==> config.mk <==
export PLATFORM = sky130hd
export DESIGN_NAME = mem_copy_engine_flat
export DESIGN_NICKNAME = d
export VERILOG_FILES = /design/src/rtl/mem_copy_engine_pkg.sv /design/src/rtl/mem_copy_engine_if.sv /design/src/rtl/mem_copy_engine_delay.sv /design/src/rtl/mem_copy_engine.sv /design/src/flat_wrapper.sv
export SDC_FILE = /design/constraint.sdc
export NUM_CORES = 1
export LEC_CHECK = 0
export CELL_PAD_IN_SITES_DETAIL_PLACEMENT = 1
export CELL_PAD_IN_SITES_GLOBAL_PLACEMENT = 1
export CORE_MARGIN = 4
export CORE_UTILIZATION = 45
export DETAILED_ROUTE_END_ITERATION = 8
export PLACE_DENSITY = 0.94
export SYNTH_ARGS = -nofsm -noshare
export SYNTH_HDL_FRONTEND = slang
export SYNTH_SLANG_ARGS = --single-unit
==> constraint.sdc <==
create_clock -name clk -period 9.6 [get_ports clk]
set_input_delay 1.92 -clock clk [delete_from_list [all_inputs] [get_ports clk]]
set_output_delay 1.92 -clock clk [all_outputs]
set_load 0.005 [all_outputs]
==> src/rtl/mem_copy_engine_pkg.sv <==
// Shared widths, FSM encoding and request legality check for the block-move helper.
// Latency: n/a (declarations only).
// Backpressure: n/a (declarations only).
package mem_copy_engine_pkg;

  localparam int MEM_DATA_W   = 16;
  localparam int MEM_ADDR_W   = 16;
  localparam int MEM_DEPTH    = 1024;
  localparam int MEM_READ_LAT = 1;

  typedef logic [MEM_ADDR_W-1:0] addr_t;
  typedef logic [MEM_DATA_W-1:0] data_t;
  typedef logic [MEM_ADDR_W:0]   addr_ext_t;

  typedef enum logic [1:0] {
    ST_IDLE  = 2'd0,
    ST_CHECK = 2'd1,
    ST_RUN   = 2'd2,
    ST_DONE  = 2'd3
  } state_t;

  // One bit of headroom so src+length never wraps; forward overlap would clobber unread source words.
  function automatic logic req_reject(input addr_t src, input addr_t dst, input addr_t len);
    addr_ext_t w_src_end;
    addr_ext_t w_dst_end;
    addr_ext_t w_depth;
    w_src_end = {1'b0, src} + {1'b0, len};
    w_dst_end = {1'b0, dst} + {1'b0, len};
    w_depth   = addr_ext_t'(MEM_DEPTH);
    return (w_src_end > w_depth) || (w_dst_end > w_depth) ||
           ((src < dst) && ({1'b0, dst} < w_src_end));
  endfunction

endpackage

==> src/rtl/mem_copy_engine_if.sv <==
// Request/status handshake plus the two memory ports of the copy engine.
// Latency: n/a (wiring only).
// Backpressure: none; strobes are fire-and-forget toward the memory.
interface mem_copy_engine_if;
  import mem_copy_engine_pkg::*;

  logic  start;
  addr_t src_addr;
  addr_t dst_addr;
  addr_t length;
  logic  busy;
  logic  done;
  logic  err;
  addr_t A1;
  logic  Read1;
  data_t R1;
  addr_t A2;
  data_t W2;
  logic  Write2;
`ifdef MEM_COPY_CHECKSUM_EN
  data_t checksum;

  modport engine (
    input  start, src_addr, dst_addr, length, R1,
    output busy, done, err, A1, Read1, A2, W2, Write2, checksum
  );
  modport host (
    output start, src_addr, dst_addr, length, R1,
    input  busy, done, err, A1, Read1, A2, W2, Write2, checksum
  );
`else
  modport engine (
    input  start, src_addr, dst_addr, length, R1,
    output busy, done, err, A1, Read1, A2, W2, Write2
  );
  modport host (
    output start, src_addr, dst_addr, length, R1,
    input  busy, done, err, A1, Read1, A2, W2, Write2
  );
`endif

endinterface

==> src/rtl/mem_copy_engine_delay.sv <==
// Shift register carrying {valid, write address} from read issue to the matching write slot.
// Latency: LAT cycles, fixed.
// Backpressure: none; one entry per cycle in and out.
module mem_copy_engine_delay #(
  parameter int LAT = 1,
  parameter int W   = 16
) (
  input  logic         clk,
  input  logic         rst,
  input  logic         i_vld,
  input  logic [W-1:0] i_dat,
  output logic         o_vld,
  output logic [W-1:0] o_dat
);

  logic [LAT-1:0] r_vld;
  logic [W-1:0]   r_dat [LAT];

  // Advance every stage each cycle; reset empties the pipe so no stale write survives.
  always_ff @(posedge clk or posedge rst) begin
    if (rst) begin
      r_vld <= '0;
      for (int i = 0; i < LAT; i++) r_dat[i] <= '0;
    end else begin
      r_vld[0] <= i_vld;
      r_dat[0] <= i_dat;
      for (int i = 1; i < LAT; i++) begin
        r_vld[i] <= r_vld[i-1];
        r_dat[i] <= r_dat[i-1];
      end
    end
  end

  assign o_vld = r_vld[LAT-1];
  assign o_dat = r_dat[LAT-1];

endmodule

==> src/rtl/mem_copy_engine.sv <==
// Block-move helper: copies length words src->dst, reading port 1, writing port 2 READ_LAT later.
// Latency: 1 check cycle + length + READ_LAT run cycles, then a 1-cycle done pulse.
// Backpressure: none; start is only sampled in IDLE, otherwise dropped. Option: MEM_COPY_CHECKSUM_EN.
module mem_copy_engine
  import mem_copy_engine_pkg::*;
#(
  parameter int READ_LAT = MEM_READ_LAT
) (
  input logic         clk,
  input logic         reset,
  mem_copy_engine_if.engine bus
);

  state_t    r_state;
  state_t    w_next;
  addr_t     r_src;
  addr_t     r_dst;
  addr_t     r_len;
  addr_ext_t r_cnt;
  logic      r_err;

  logic      w_reject;
  logic      w_last_run;
  logic      w_rd_en;
  addr_t     w_rd_addr;
  addr_t     w_wr_addr_in;
  logic      w_wr_vld;
  addr_t     w_wr_addr;
  logic      w_wr_en;

  assign w_reject     = req_reject(r_src, r_dst, r_len);
  assign w_rd_en      = (r_state == ST_RUN) && (r_cnt < {1'b0, r_len});
  assign w_last_run   = (r_cnt == ({1'b0, r_len} + addr_ext_t'(READ_LAT - 1)));
  assign w_rd_addr    = r_src + r_cnt[MEM_ADDR_W-1:0];
  assign w_wr_addr_in = r_dst + r_cnt[MEM_ADDR_W-1:0];
  assign w_wr_en      = w_wr_vld && (r_state == ST_RUN);

  mem_copy_engine_delay #(
    .LAT (READ_LAT),
    .W   (MEM_ADDR_W)
  ) u_delay (
    .clk   (clk),
    .rst   (reset),
    .i_vld (w_rd_en),
    .i_dat (w_wr_addr_in),
    .o_vld (w_wr_vld),
    .o_dat (w_wr_addr)
  );

  // State register.
  always_ff @(posedge clk or posedge reset) begin
    if (reset) r_state <= ST_IDLE;
    else       r_state <= w_next;
  end

  // Next-state: one check cycle, run until the last trailing write, then a single done cycle.
  always_comb begin
    w_next = r_state;
    case (r_state)
      ST_IDLE:  if (bus.start) w_next = ST_CHECK;
      ST_CHECK: w_next = (w_reject || (r_len == '0)) ? ST_DONE : ST_RUN;
      ST_RUN:   if (w_last_run) w_next = ST_DONE;
      ST_DONE:  w_next = ST_IDLE;
      default:  w_next = ST_IDLE;
    endcase
  end

  // Outputs: addresses and write data are forced to zero whenever their strobe is low.
  always_comb begin
    bus.busy   = (r_state == ST_CHECK) || (r_state == ST_RUN);
    bus.done   = (r_state == ST_DONE);
    bus.err    = r_err;
    bus.Read1  = w_rd_en;
    bus.A1     = w_rd_en ? w_rd_addr : '0;
    bus.Write2 = w_wr_en;
    bus.A2     = w_wr_en ? w_wr_addr : '0;
    bus.W2     = w_wr_en ? bus.R1 : '0;
  end

  // Request capture, run counter and sticky reject flag.
  always_ff @(posedge clk or posedge reset) begin
    if (reset) begin
      r_src <= '0;
      r_dst <= '0;
      r_len <= '0;
      r_cnt <= '0;
      r_err <= 1'b0;
    end else begin
      case (r_state)
        ST_IDLE: if (bus.start) begin
          r_src <= bus.src_addr;
          r_dst <= bus.dst_addr;
          r_len <= bus.length;
          r_err <= 1'b0;
        end
        ST_CHECK: begin
          r_cnt <= '0;
          if (w_reject) r_err <= 1'b1;
        end
        ST_RUN:  r_cnt <= r_cnt + 1'b1;
        default: ;
      endcase
    end
  end

`ifdef MEM_COPY_CHECKSUM_EN
  data_t r_checksum;

  // Running mod-2^16 sum of written words, restarted by each accepted request.
  always_ff @(posedge clk or posedge reset) begin
    if (reset)                                  r_checksum <= '0;
    else if ((r_state == ST_IDLE) && bus.start) r_checksum <= '0;
    else if (w_wr_en)                           r_checksum <= r_checksum + bus.R1;
  end

  assign bus.checksum = r_checksum;
`endif

endmodule

==> src/flat_wrapper.sv <==
// flat-port wrapper written by rule: the top's interface ports become plain ports
module mem_copy_engine_flat import mem_copy_engine_pkg::*;
#(
  parameter int READ_LAT = MEM_READ_LAT
)
  (clk, reset, bus_start, bus_src_addr, bus_dst_addr, bus_length, bus_R1, bus_busy, bus_done, bus_err, bus_A1, bus_Read1, bus_A2, bus_W2, bus_Write2);
  mem_copy_engine_if bus_i ();
  input logic clk;
  input logic reset;
  input wire logic [$bits(bus_i.start)-1:0] bus_start;
  input wire logic [$bits(bus_i.src_addr)-1:0] bus_src_addr;
  input wire logic [$bits(bus_i.dst_addr)-1:0] bus_dst_addr;
  input wire logic [$bits(bus_i.length)-1:0] bus_length;
  input wire logic [$bits(bus_i.R1)-1:0] bus_R1;
  output wire logic [$bits(bus_i.busy)-1:0] bus_busy;
  output wire logic [$bits(bus_i.done)-1:0] bus_done;
  output wire logic [$bits(bus_i.err)-1:0] bus_err;
  output wire logic [$bits(bus_i.A1)-1:0] bus_A1;
  output wire logic [$bits(bus_i.Read1)-1:0] bus_Read1;
  output wire logic [$bits(bus_i.A2)-1:0] bus_A2;
  output wire logic [$bits(bus_i.W2)-1:0] bus_W2;
  output wire logic [$bits(bus_i.Write2)-1:0] bus_Write2;
  assign bus_i.start = bus_start;
  assign bus_i.src_addr = bus_src_addr;
  assign bus_i.dst_addr = bus_dst_addr;
  assign bus_i.length = bus_length;
  assign bus_i.R1 = bus_R1;
  assign bus_busy = bus_i.busy;
  assign bus_done = bus_i.done;
  assign bus_err = bus_i.err;
  assign bus_A1 = bus_i.A1;
  assign bus_Read1 = bus_i.Read1;
  assign bus_A2 = bus_i.A2;
  assign bus_W2 = bus_i.W2;
  assign bus_Write2 = bus_i.Write2;
  mem_copy_engine #(.READ_LAT(READ_LAT)) u_core (.clk(clk), .reset(reset), .bus(bus_i));
endmodule
==> run_results.csv <==
group,metric,value,unit
cts,clk_latency,0.37,ns
pwr,pwr-share-clk,10.7,%
detailed_routing,routed_wl,24.8,mm
pwr,power.density,395,nW/um^2
logic_synthesis,syn_inst,826,
detailed_routing,wl_per_cell,21.3,um
pwr,seq_power_share,21.0,%
timing,period_share,61.0,%
detailed_routing,dr.pass1.iters,4,
cts,cts-root-buf,"clkbuf_16",
timing,fmax,171,MHz
timing,fin_crit,5.86,ns
pwr,cellLeakagePower,4.35,nW
global_routing,antenna_found_initial,0,
placement,place_inst,1151,
detailed_routing,vias,7086,
logic_synthesis,synth_cell_types,61,
global_routing,grt_use_met3,4.89,%
cts,h-tree-depth,3,
pwr,p_int,0.00184,W
global_routing,grt_overflow,0,
die,dieArea,19000,sq um
cts,cts_hold_buf,0,
global_routing,grt_max_degree,60,
timing,hold_viol,0,
pwr,switching_share,50.1,%
global_routing,grt_most_used_layer,"met2",
cells_and_area,multi_input_area,5150,sq um
timing,slew_headroom,22.0,%
critical_path,path_max_fanout,7,
pwr,peakVddDrop,0.000189,V
logic_synthesis,syn_avg_cell_area,9.16,sq um
die,fp.dieW,138,um
cells_and_area,layout.cells.non_filler,1167,
die,die_h,138,um
cts,clk_pin_slew,0.07,ns
cts,cts_tree,"done",
cts,cts_setup_buffers,0,
timing,worst_pin_slew,1.17,ns
cells_and_area,register_area,2130,sq um
die,start_util,45.8,%
cells_and_area,layout.nets,1127,
cells_and_area,n_antenna_cell,0,
global_routing,grt_use_met1,31.2,%
critical_path,startpoint_type,"flop",
cts,post_cts_resized,0,
run_status,status,"finished, final reports clean",
logic_synthesis,seq_area_frac_synth,28.1,%
logic_synthesis,async_reset_ff_share,100,%
timing,rsz0062_at_grt,"no",
timing,fin_worst_skew,0.0141,ns
global_routing,grt_use_total,26.6,%
detailed_routing,via_per_inst,6.07,
timing,finalMaxSlewViolations,0,
logic_synthesis,synth_edf_count,0,
pwr,comb_power_share,68.4,%
cts,cts_buffers,9,
job,max_cap_violations,0,
critical_path,path_class,"flop to output pin",
global_routing,grt_first_pass_wirelength,39.2,mm
detailed_routing,postRouteAntennaNets,0,
cells_and_area,fillers,1868,
cells_and_area,syn2layout_area_growth,23.2,%
logic_synthesis,syn-num-nets,1011,
placement,hpwl,19.1,mm
min_path,min_path_type,"flop to flop",
logic_synthesis,synth_warnings,0,
pwr,p_switching,0.00184,W
detailed_routing,drt_iter0_drc,576,
detailed_routing,drc,0,
cts,cts_buffer_depth,2,
global_routing,grt_pass1_vias,7576,
placement,place.gp.congestion,0.934,
global_routing,global_route.usage.met2,46.7,%
die,core_area,16500,sq um
placement,port_buffers,119,
critical_path,cp.arrival,3.94,ns
logic_synthesis,syn_area,7570,sq um
cts,clock_sinks,85,
die,io_pins,120,
die,rows,47,
timing,setup_viol,0,
logic_synthesis,synth_ff_type,"dfrtp_1",
logic_synthesis,ys_seq_elements,85,
cells_and_area,drive_above_1_share,8.66,%
critical_path,end_kind,"output pin",
timing,fin_setup_tns,0,ns
critical_path,cp.required,7.68,ns
-- Yosys cell counts (9+ instances only) --
cell / count / area share, %
nor2b_1: 10 / 0.83
nor2_1: 66 / 3.3
ha_1: 114 / 19
inv_1: 61 / 3.0
a31oi_1: 10 / 0.83
dfrtp_1: 85 / 28
o21ai_0: 36 / 2.4
nor3_1: 18 / 1.2
nand4_1: 11 / 0.91
nand2_1: 40 / 2.0
mux2_2: 50 / 7.4
nand3_1: 20 / 1.3
xor2_1: 24 / 2.8
xnor2_1: 29 / 3.4
a21oi_1: 43 / 2.8
and3_1: 37 / 3.1
clkbuf_1: 16 / 0.79
or3_1: 9 / 0.74
a21o_1: 19 / 1.9
-- power by group through the flow --
| stage | sequential [W] | combinational (W) | clock, W |
|---|---|---|---|
| floorplan | 0.000632 | 0.00176 | 0 |
| global placement | 0.000745 | 0.00223 | 0 |
| detailed placement | 0.000764 | 0.00240 | 0 |
| CTS | 0.000761 | 0.00247 | 0.000399 |
| global route | 0.000784 | 0.00276 | 0.000416 |
| finish | 0.000771 | 0.00251 | 0.000393 |
-- stage by stage --
step	hold slack, ns	power [W]	util, %	worst slack [ns]	area [sq um]
global placement	0.549	0.00298	54.4	4.27	9000
floorplan	0.513	0.00239	-	5.14	7570
global route	0.639	0.00396	56.4	3.59	9320
finish	0.588	0.00368	56.4	3.74	9320
detailed placement	0.570	0.00316	54.4	4.11	9000
CTS	0.584	0.00363	56.4	3.73	9320
-- critical path: stages (launching register included) --
cell and delay, ns:
dfrtp_1 0.49, ha_1 0.35, a21o_1 0.15, a21o_1 0.20, a2111oi_0 0.70, o31ai_1 0.28
o211ai_1 0.24, a41oi_1 0.17, or3_1 0.33, a21oi_1 0.15, clkdlybuf4s50_1 0.52
-- flip-flops by register name (all words and copies together), names as in the netlist --
register              cells
u_core.bus.err            1
u_core.r_cnt             17
u_core.r_dst             16
u_core.r_len             16
u_core.r_src             16
u_core.r_state            2
u_core.u_delay.o_dat     16
u_core.u_delay.o_vld      1
-- cell families after synthesis --
family | Yosys count | synth area share [%]
simple gates | 245 | 16.5
compound gates | 188 | 16.8
fa+ha+maj | 118 | 19.9
flops | 85 | 28.1
buf+inv | 78 | 3.87
mux | 58 | 8.50
xor+xnor | 54 | 6.35
-- per-layer routing --
metal	routed length [um]	vias up
met3	1730	73
met5	0	-
met4	1000	0
li1	-	3268
met2	12400	253
met1	9680	3492
-- placed cells by master (no fill, tap or decap), types with 3 or more instances in the layout --
cell             instances
o21a_1                   8
nand3_1                 20
nand2b_1                 8
mux2_2                  50
nand4_1                 11
and2_1                   5
a21o_1                  19
buf_4                    3
o311ai_0                 3
mux2i_1                  8
a21oi_1                 43
a41oi_1                  3
fa_1                     4
o211ai_1                 7
nor3_1                  18
nor4_1                   8
or3_1                    9
a211o_1                  3
a22oi_1                  3
or2_2                    3
o22ai_1                  4
dfrtp_1                 85
o21ai_0                 36
a221o_1                  3
xnor2_1                 29
o2111ai_1                3
o21bai_1                 6
o31ai_1                  5
and3_1                  37
nand2_1                 39
clkbuf_16                9
nor2b_1                 10
clkdlybuf4s50_1        119
ha_1                   114
inv_1                   60
a211oi_1                 8
nor2_1                  66
a2111oi_0                7
xor2_1                  24
a31oi_1                 10
-- worst paths after layout --
path                                           endpoint  cells after the start  slack (ns)                          from
max in group asynchronous  u_core.r_dst[15]$_DFFE_PP0P_                      3        6.57                         reset
min reg2reg                u_core.r_cnt[16]$_DFFE_PP0P_                      2        0.59  u_core.r_cnt[16]$_DFFE_PP0P_
min                        u_core.r_cnt[16]$_DFFE_PP0P_                      2        0.59  u_core.r_cnt[16]$_DFFE_PP0P_
max reg2reg                  u_core.bus.err$_DFFE_PP0P_                     15        4.84   u_core.r_src[7]$_DFFE_PP0P_
max                                          bus_A1[15]                     10        3.74   u_core.r_cnt[1]$_DFFE_PP0P_
min in group asynchronous   u_core.r_dst[3]$_DFFE_PP0P_                      2        1.89                         reset
-- layout make-up --
type                    count  share of cell area, %
multi-input cells         663                   55.2
inverters                  61                   2.47
clock inverters             5                  0.899
repair buffers            122                   13.0
well taps                 220                   2.95
clock buffers              11                   2.60
flip-flops and latches     85                   22.8
Power figures use the tool's default switching activity.
==> RTL edit 1 (config.mk and constraints unchanged) <==
The package constant `MEM_ADDR_W` goes from 16 to 15.
--- a/src/rtl/mem_copy_engine_pkg.sv
+++ b/src/rtl/mem_copy_engine_pkg.sv
@@ -6,3 +6,3 @@
   localparam int MEM_DATA_W   = 16;
-  localparam int MEM_ADDR_W   = 16;
+  localparam int MEM_ADDR_W   = 15;
   localparam int MEM_DEPTH    = 1024;
Ports: changed (5 resized); port bits go from 120 to 115. The function was not compared with the original's and may differ.
==> RTL edit 1 against the unedited design <==
- clock skew fell by 6.5 ps
- count of clock-buffer cells in the layout fell by 2
- critical path depth rose by 2
- first-iteration DRC count fell by 22%
- sequential cell count fell by 5
- routed wire length fell by 2.2%
- worst setup slack got worse by 4.1 ps
- sequential power fell by 6.0%
- synthesized area fell by 7.2%
- cell area fell by 6.6%
- synthesized cell count fell by 9.6%
- total power fell by 5.1%
- via count fell by 7.4%
- hold slack improved by 2.7 ps
- critical endpoint is now bus_A1[14]
==> RTL edit 1: results (changes against the unedited design) <==
detailed_routing:
  drt-initial-drc-count: 448  # was 576
  wirelength_um: 24300  # was 24800 um
  vias: 6561  # was 7086
  first_pass_iters: 5  # was 4
grt:
  met1_usage: 0.318  # was 0.312
  grt_pass1_vias: 7116  # was 7576
  grt_max_degree: 81  # was 60
  grt_usage: 0.275  # was 0.266
  met2_usage: 0.486  # was 0.467
  met3_usage: 0.0479  # was 0.0489
  grt_first_pass_wirelength_um: 38500  # was 39200 um
worst_setup_path:
  max_stage_delay_ps: 520  # was 700 ps
  slowest_stage: "clkdlybuf4s50_1"  # was a2111oi_0
  worst_ep_arrival_time_ps: 3940  # about the same
  ff2ff_path_depth: 14  # was 15
  path_max_fanout: 5  # was 7
  crit_family: "compound AO/OA/AOI/OAI gates"  # unchanged
layout:
  fillers: 1719  # was 1868
  layout-drive-gt1-share: 0.102  # was 0.0866
  fin_nets: 1033  # was 1127
  top_register: "u_core.r_cnt"  # unchanged
  largest_reg_flops: 16  # was 17
placed_design:
  place.gp.congestion: 0.889  # was 0.934
  hpwlAfterDp_um: 18500  # was 19100 um
  io_buffers: 114  # was 119
timing:
  worst_pin_slew_ps: 1240  # was 1170 ps
  finClkSkew_ps: 7.58  # was 14.1 ps
power:
  vdd_drop_max_mv: 0.141  # was 0.189 mV
  p_leak_uw: 0.00411  # was 0.00435 uW
  swShare: 0.499  # was 0.501
yosys:
  synth.distinct_cells: 71  # was 61
  yosysSeqAreaShare: 0.285  # was 0.281
  yosys-top-cells-area: "dfrtp_1 29%, ha_1 19%, mux2_2 7.5%, xnor2_1 3.6%, a21oi_1 3.3%"  # was dfrtp_1 28%, ha_1 19%, mux2_2 7.4%, xnor2_1 3.4%, nor2_1 3.3%
  synth_fp_nets: 921  # was 1011
  synthTopCellsByCount: "106 x ha_1, 80 x dfrtp_1, 59 x nor2_1, 52 x inv_1, 47 x mux2_2"  # was 114 x ha_1, 85 x dfrtp_1, 66 x nor2_1, 61 x inv_1, 50 x mux2_2
run_status:
  status: "finished, final reports clean"  # unchanged
floorplanning:
  start_util: 0.460  # was 0.458
clock_network:
  cts_buffers: 9  # unchanged
==> RTL edit 1: worst paths after layout <==
check	startpoint	end	slack, ps
max in group asynchronous	reset	u_core.r_len[13]	6690
setup reg to reg	u_core.r_len[0]	u_core.bus.err	5660
min in group asynchronous	reset	u_core.r_dst[3]	2230
hold reg to reg	u_core.bus.err	u_core.bus.err	590
setup / recovery	u_core.r_cnt[0]	bus_A1[14]	3740
hold / removal	u_core.bus.err	u_core.bus.err	590
==> RTL edit 1: logic make-up after synthesis <==
group	after synthesis	synth area share
AOI/OAI and AO/OA	171	0.170
xor gates and xnor gates	52	0.0660
adders and majority gates	111	0.202
buffers and inverters	68	0.0376
DFF	80	0.285
muxes	51	0.0811
and+or+nand+nor	214	0.158
==> RTL edit 1: power groups by stage <==
stage	clock [uW]	combinational [uW]	sequential (uW)
global placement	0	2090	698
CTS	389	2340	713
finish	388	2380	725
floorplan	0	1660	596
global route	404	2580	738
detailed placement	0	2260	716
==> RTL edit 1: tightest hold or removal path, stage by stage, from the launching register on <==
cell,delay (ps)
dfrtp_1,400
inv_1,80
a22oi_1,70
==> RTL edit 1: layout make-up <==
cell class,instances,area [um2],area share
inverters,52,196,0.0226
well taps,211,264,0.0303
multi-input cells,599,4760,0.546
clock inverters,7,103,0.0118
repair buffers,117,1160,0.134
clock buffers,9,225,0.0259
flip-flops and latches,80,2000,0.230
==> RTL edit 1: routing by layer <==
layer	up-vias	wire length [um]
met3	101	1550
li1	2959	-
met4	0	1130
met2	310	12300
met1	3191	9330
met5	-	0
==> RTL edit 1: metrics by stage <==
stage	cells	area [um2]	worst slack, ps
CTS	1075	8710	3750
finish	1075	8710	3740
global route	1075	8710	3570
detailed placement	1059	8380	4130
global placement	1059	8380	4280
floorplan	747	7020	5010
==> RTL edit 2 (same settings) <==
Made on the original files. Re-encode `state_t` (4 states) as one-hot, 4 bits wide.
--- a/src/rtl/mem_copy_engine_pkg.sv
+++ b/src/rtl/mem_copy_engine_pkg.sv
@@ -14,7 +14,7 @@
 
-  typedef enum logic [1:0] {
-    ST_IDLE  = 2'd0,
-    ST_CHECK = 2'd1,
-    ST_RUN   = 2'd2,
-    ST_DONE  = 2'd3
+  typedef enum logic [3:0] {
+    ST_IDLE  = 4'b0001,
+    ST_CHECK = 4'b0010,
+    ST_RUN   = 4'b0100,
+    ST_DONE  = 4'b1000
   } state_t;
Function: no difference found for any inputs over 4 cycles, from zero or initial values and one cycle with reset high; so few cycles prove little.
==> RTL edit 2 against the unedited design <==
- synthesized area decreased by 1.3%
- total power decreased by 14%
- routed wire length increased by 5.3%
- sequential cell count increased by 2
- cell area decreased by 1.2%
- combinational power decreased by 18%
- utilization increased by 0.92 points
- worst setup slack got worse by 140 ps
- via count increased by 5.4%
- die area decreased by 1.2%
- largest cell class unchanged
- largest power group unchanged
==> RTL edit 2: results (changes against the unedited design) <==
grt:
  grt_antenna_before_repair: 0  # unchanged
  grt_usage: 0.289  # was 0.266
  grt_max_degree: 81  # was 60
  grt_first_pass_wirelength_um: 42200  # was 39200 um
  grt_pass1_vias: 8006  # was 7576
timing:
  setup_viol_count_final: 0  # unchanged
  slew_headroom: 0.429  # was 0.220
  finClkSkew_ps: 8.60  # was 14.1 ps
power:
  vdd_drop_max_mv: 0.138  # was 0.189 mV
  swShare: 0.496  # was 0.501
  p_leak_uw: 0.00425  # was 0.00435 uW
yosys:
  synth_fp_nets: 1033  # was 1011
  synthTopCellsByCount: "109 x ha_1, 86 x dfrtp_1, 78 x o21ai_0, 69 x nand2_1, 63 x inv_1"  # was 114 x ha_1, 85 x dfrtp_1, 66 x nor2_1, 61 x inv_1, 50 x mux2_2
  yosys-top-cells-area: "dfrtp_1 29%, ha_1 18%, o21ai_0 5.2%, xnor2_1 3.9%, nand2_1 3.5%"  # was dfrtp_1 28%, ha_1 19%, mux2_2 7.4%, xnor2_1 3.4%, nor2_1 3.3%
  async_flop_share: 1.00  # unchanged
  synth.distinct_cells: 68  # was 61
  synth_xor_area_frac: 0.0551  # was 0.0635
  yosys_warnings: 0  # unchanged
  synth_compound_area_frac: 0.221  # was 0.168
  muxShareOfSynthArea: 0.0271  # was 0.0850
  synth-adder-area-share: 0.193  # was 0.199
  yosysSeqAreaShare: 0.292  # was 0.281
  synthFlopType: "dfrtp_1"  # unchanged
layout:
  fin_nets: 1144  # was 1127
  largest_reg_flops: 17  # unchanged
  fillers: 1866  # was 1868
  top_register: "u_core.r_cnt"  # unchanged
  diodes: 0  # unchanged
  layout-drive-gt1-share: 0.0650  # was 0.0866
worst_setup_path:
  worst_ep_arrival_time_ps: 4080  # was 3940 ps
  path_max_fanout: 8  # was 7
  crit_start: "u_core.r_cnt[1]"  # unchanged
  max_stage_delay_ps: 740  # was 700 ps
  ff2ff_path_depth: 18  # was 15
  slowest_stage: "a2111oi_0"  # unchanged
  r2r_start: "u_core.r_len[1]"  # was u_core.r_src[7]
placed_design:
  dpl_cell_area_um2: 8880  # was 9000 um2
  io_buffers: 119  # unchanged
  place.gp.congestion: 0.883  # was 0.934
  hpwlAfterDp_um: 19100  # about the same
clock_network:
  htree_levels: 3  # unchanged
  ctsResizeCount: 0  # unchanged
  cts_setup_buffers: 0  # unchanged
  max-clock-path-buffers: 2  # unchanged
  cts.clk_slew.worst_paths_ps: 70  # about the same
  cts_buffers: 9  # unchanged
  root_buffer: "clkbuf_16"  # unchanged
  clk_latency_ps: 370  # about the same
detailed_routing:
  drt-initial-drc-count: 480  # was 576
  vias: 7470  # was 7086
  wirelength_um: 26100  # was 24800 um
  first_pass_iters: 5  # was 4
min_path:
  hold_path_class: "reg2reg"  # unchanged
  hold_start: "u_core.r_cnt[16]"  # unchanged
  hold_depth: 1  # was 2
run_status:
  status: "finished, final reports clean"  # unchanged
## RTL edit 2: cell count changes after synthesis, sizes merged, moves of 6 or more
cell and delta:
a21oi +9, mux2 -32, mux2i -8, nand2 +29, nor2 -16, nor3 -6, o21ai +49, or2 +6
xor2 -10
## RTL edit 2: per-stage QoR
step | util | total power (uW) | hold slack, ps | setup WS, ps | std cells
finish | 0.573 | 3160 | 522 | 3600 | 1185
global route | 0.573 | 3410 | 536 | 3340 | 1185
CTS | 0.573 | 3110 | 510 | 3670 | 1185
detailed placement | 0.553 | 2610 | 498 | 4160 | 1169
global placement | 0.553 | 2470 | 477 | 4210 | 1169
floorplan | - | 2050 | 456 | 5150 | 853
## RTL edit 2: power groups by stage
stage               Sequential, uW  Combinational, uW  Clock (uW)
floorplan                      614               1440           0
CTS                            704               2010         405
global route                   728               2260         420
detailed placement             706               1910           0
global placement               695               1780           0
finish                         716               2050         401
## RTL edit 2: worst max-delay path, delay by kind of cell, from the launching register on
| family | cells | cell delay, ps |
|---|---|---|
| XOR/XNOR | 1 | 90 |
| AND/OR/NAND/NOR | 1 | 90 |
| AO/OA/AOI/OAI | 7 | 2150 |
| flip-flops | 1 | 520 |
| adder cells (fa/ha/maj) | 1 | 360 |
| buffers and inverters | 1 | 520 |
## RTL edit 2: cell families after synthesis
kind of cell               after synthesis
AOI/OAI and AO/OA                      254
and+or+nand+nor                        249
adders and majority gates              113
DFF                                     87
buffers and inverters                   85
xor gates and xnor gates                47
muxes                                   18
## RTL edit 2: final cells by class
cell class,count,area share
well taps,216,0.0294
clock inverters,5,0.00883
clock buffers,11,0.0264
repair buffers,122,0.132
inverters,63,0.0258
flip-flops and latches,87,0.237
multi-input cells,681,0.541
## RTL edit 2: layer usage
layer  up-vias  share of wire  track usage
li1       3352              -            -
met1      3686           0.41        0.361
met2       339           0.48        0.482
met3        93          0.077       0.0482
met4         0          0.040        0.145
met5         -              0            0
## RTL edit 2: worst paths after layout
path,endpoint,slack [ps]
worst min register to register,u_core.r_cnt[16],520
max in group asynchronous,u_core.r_len[9],6530
worst min-delay path,u_core.r_cnt[16],520
min in group asynchronous,u_core.r_src[1],1900
worst max-delay path,bus_A1[15],3600
worst max register to register,u_core.r_state[3],4420
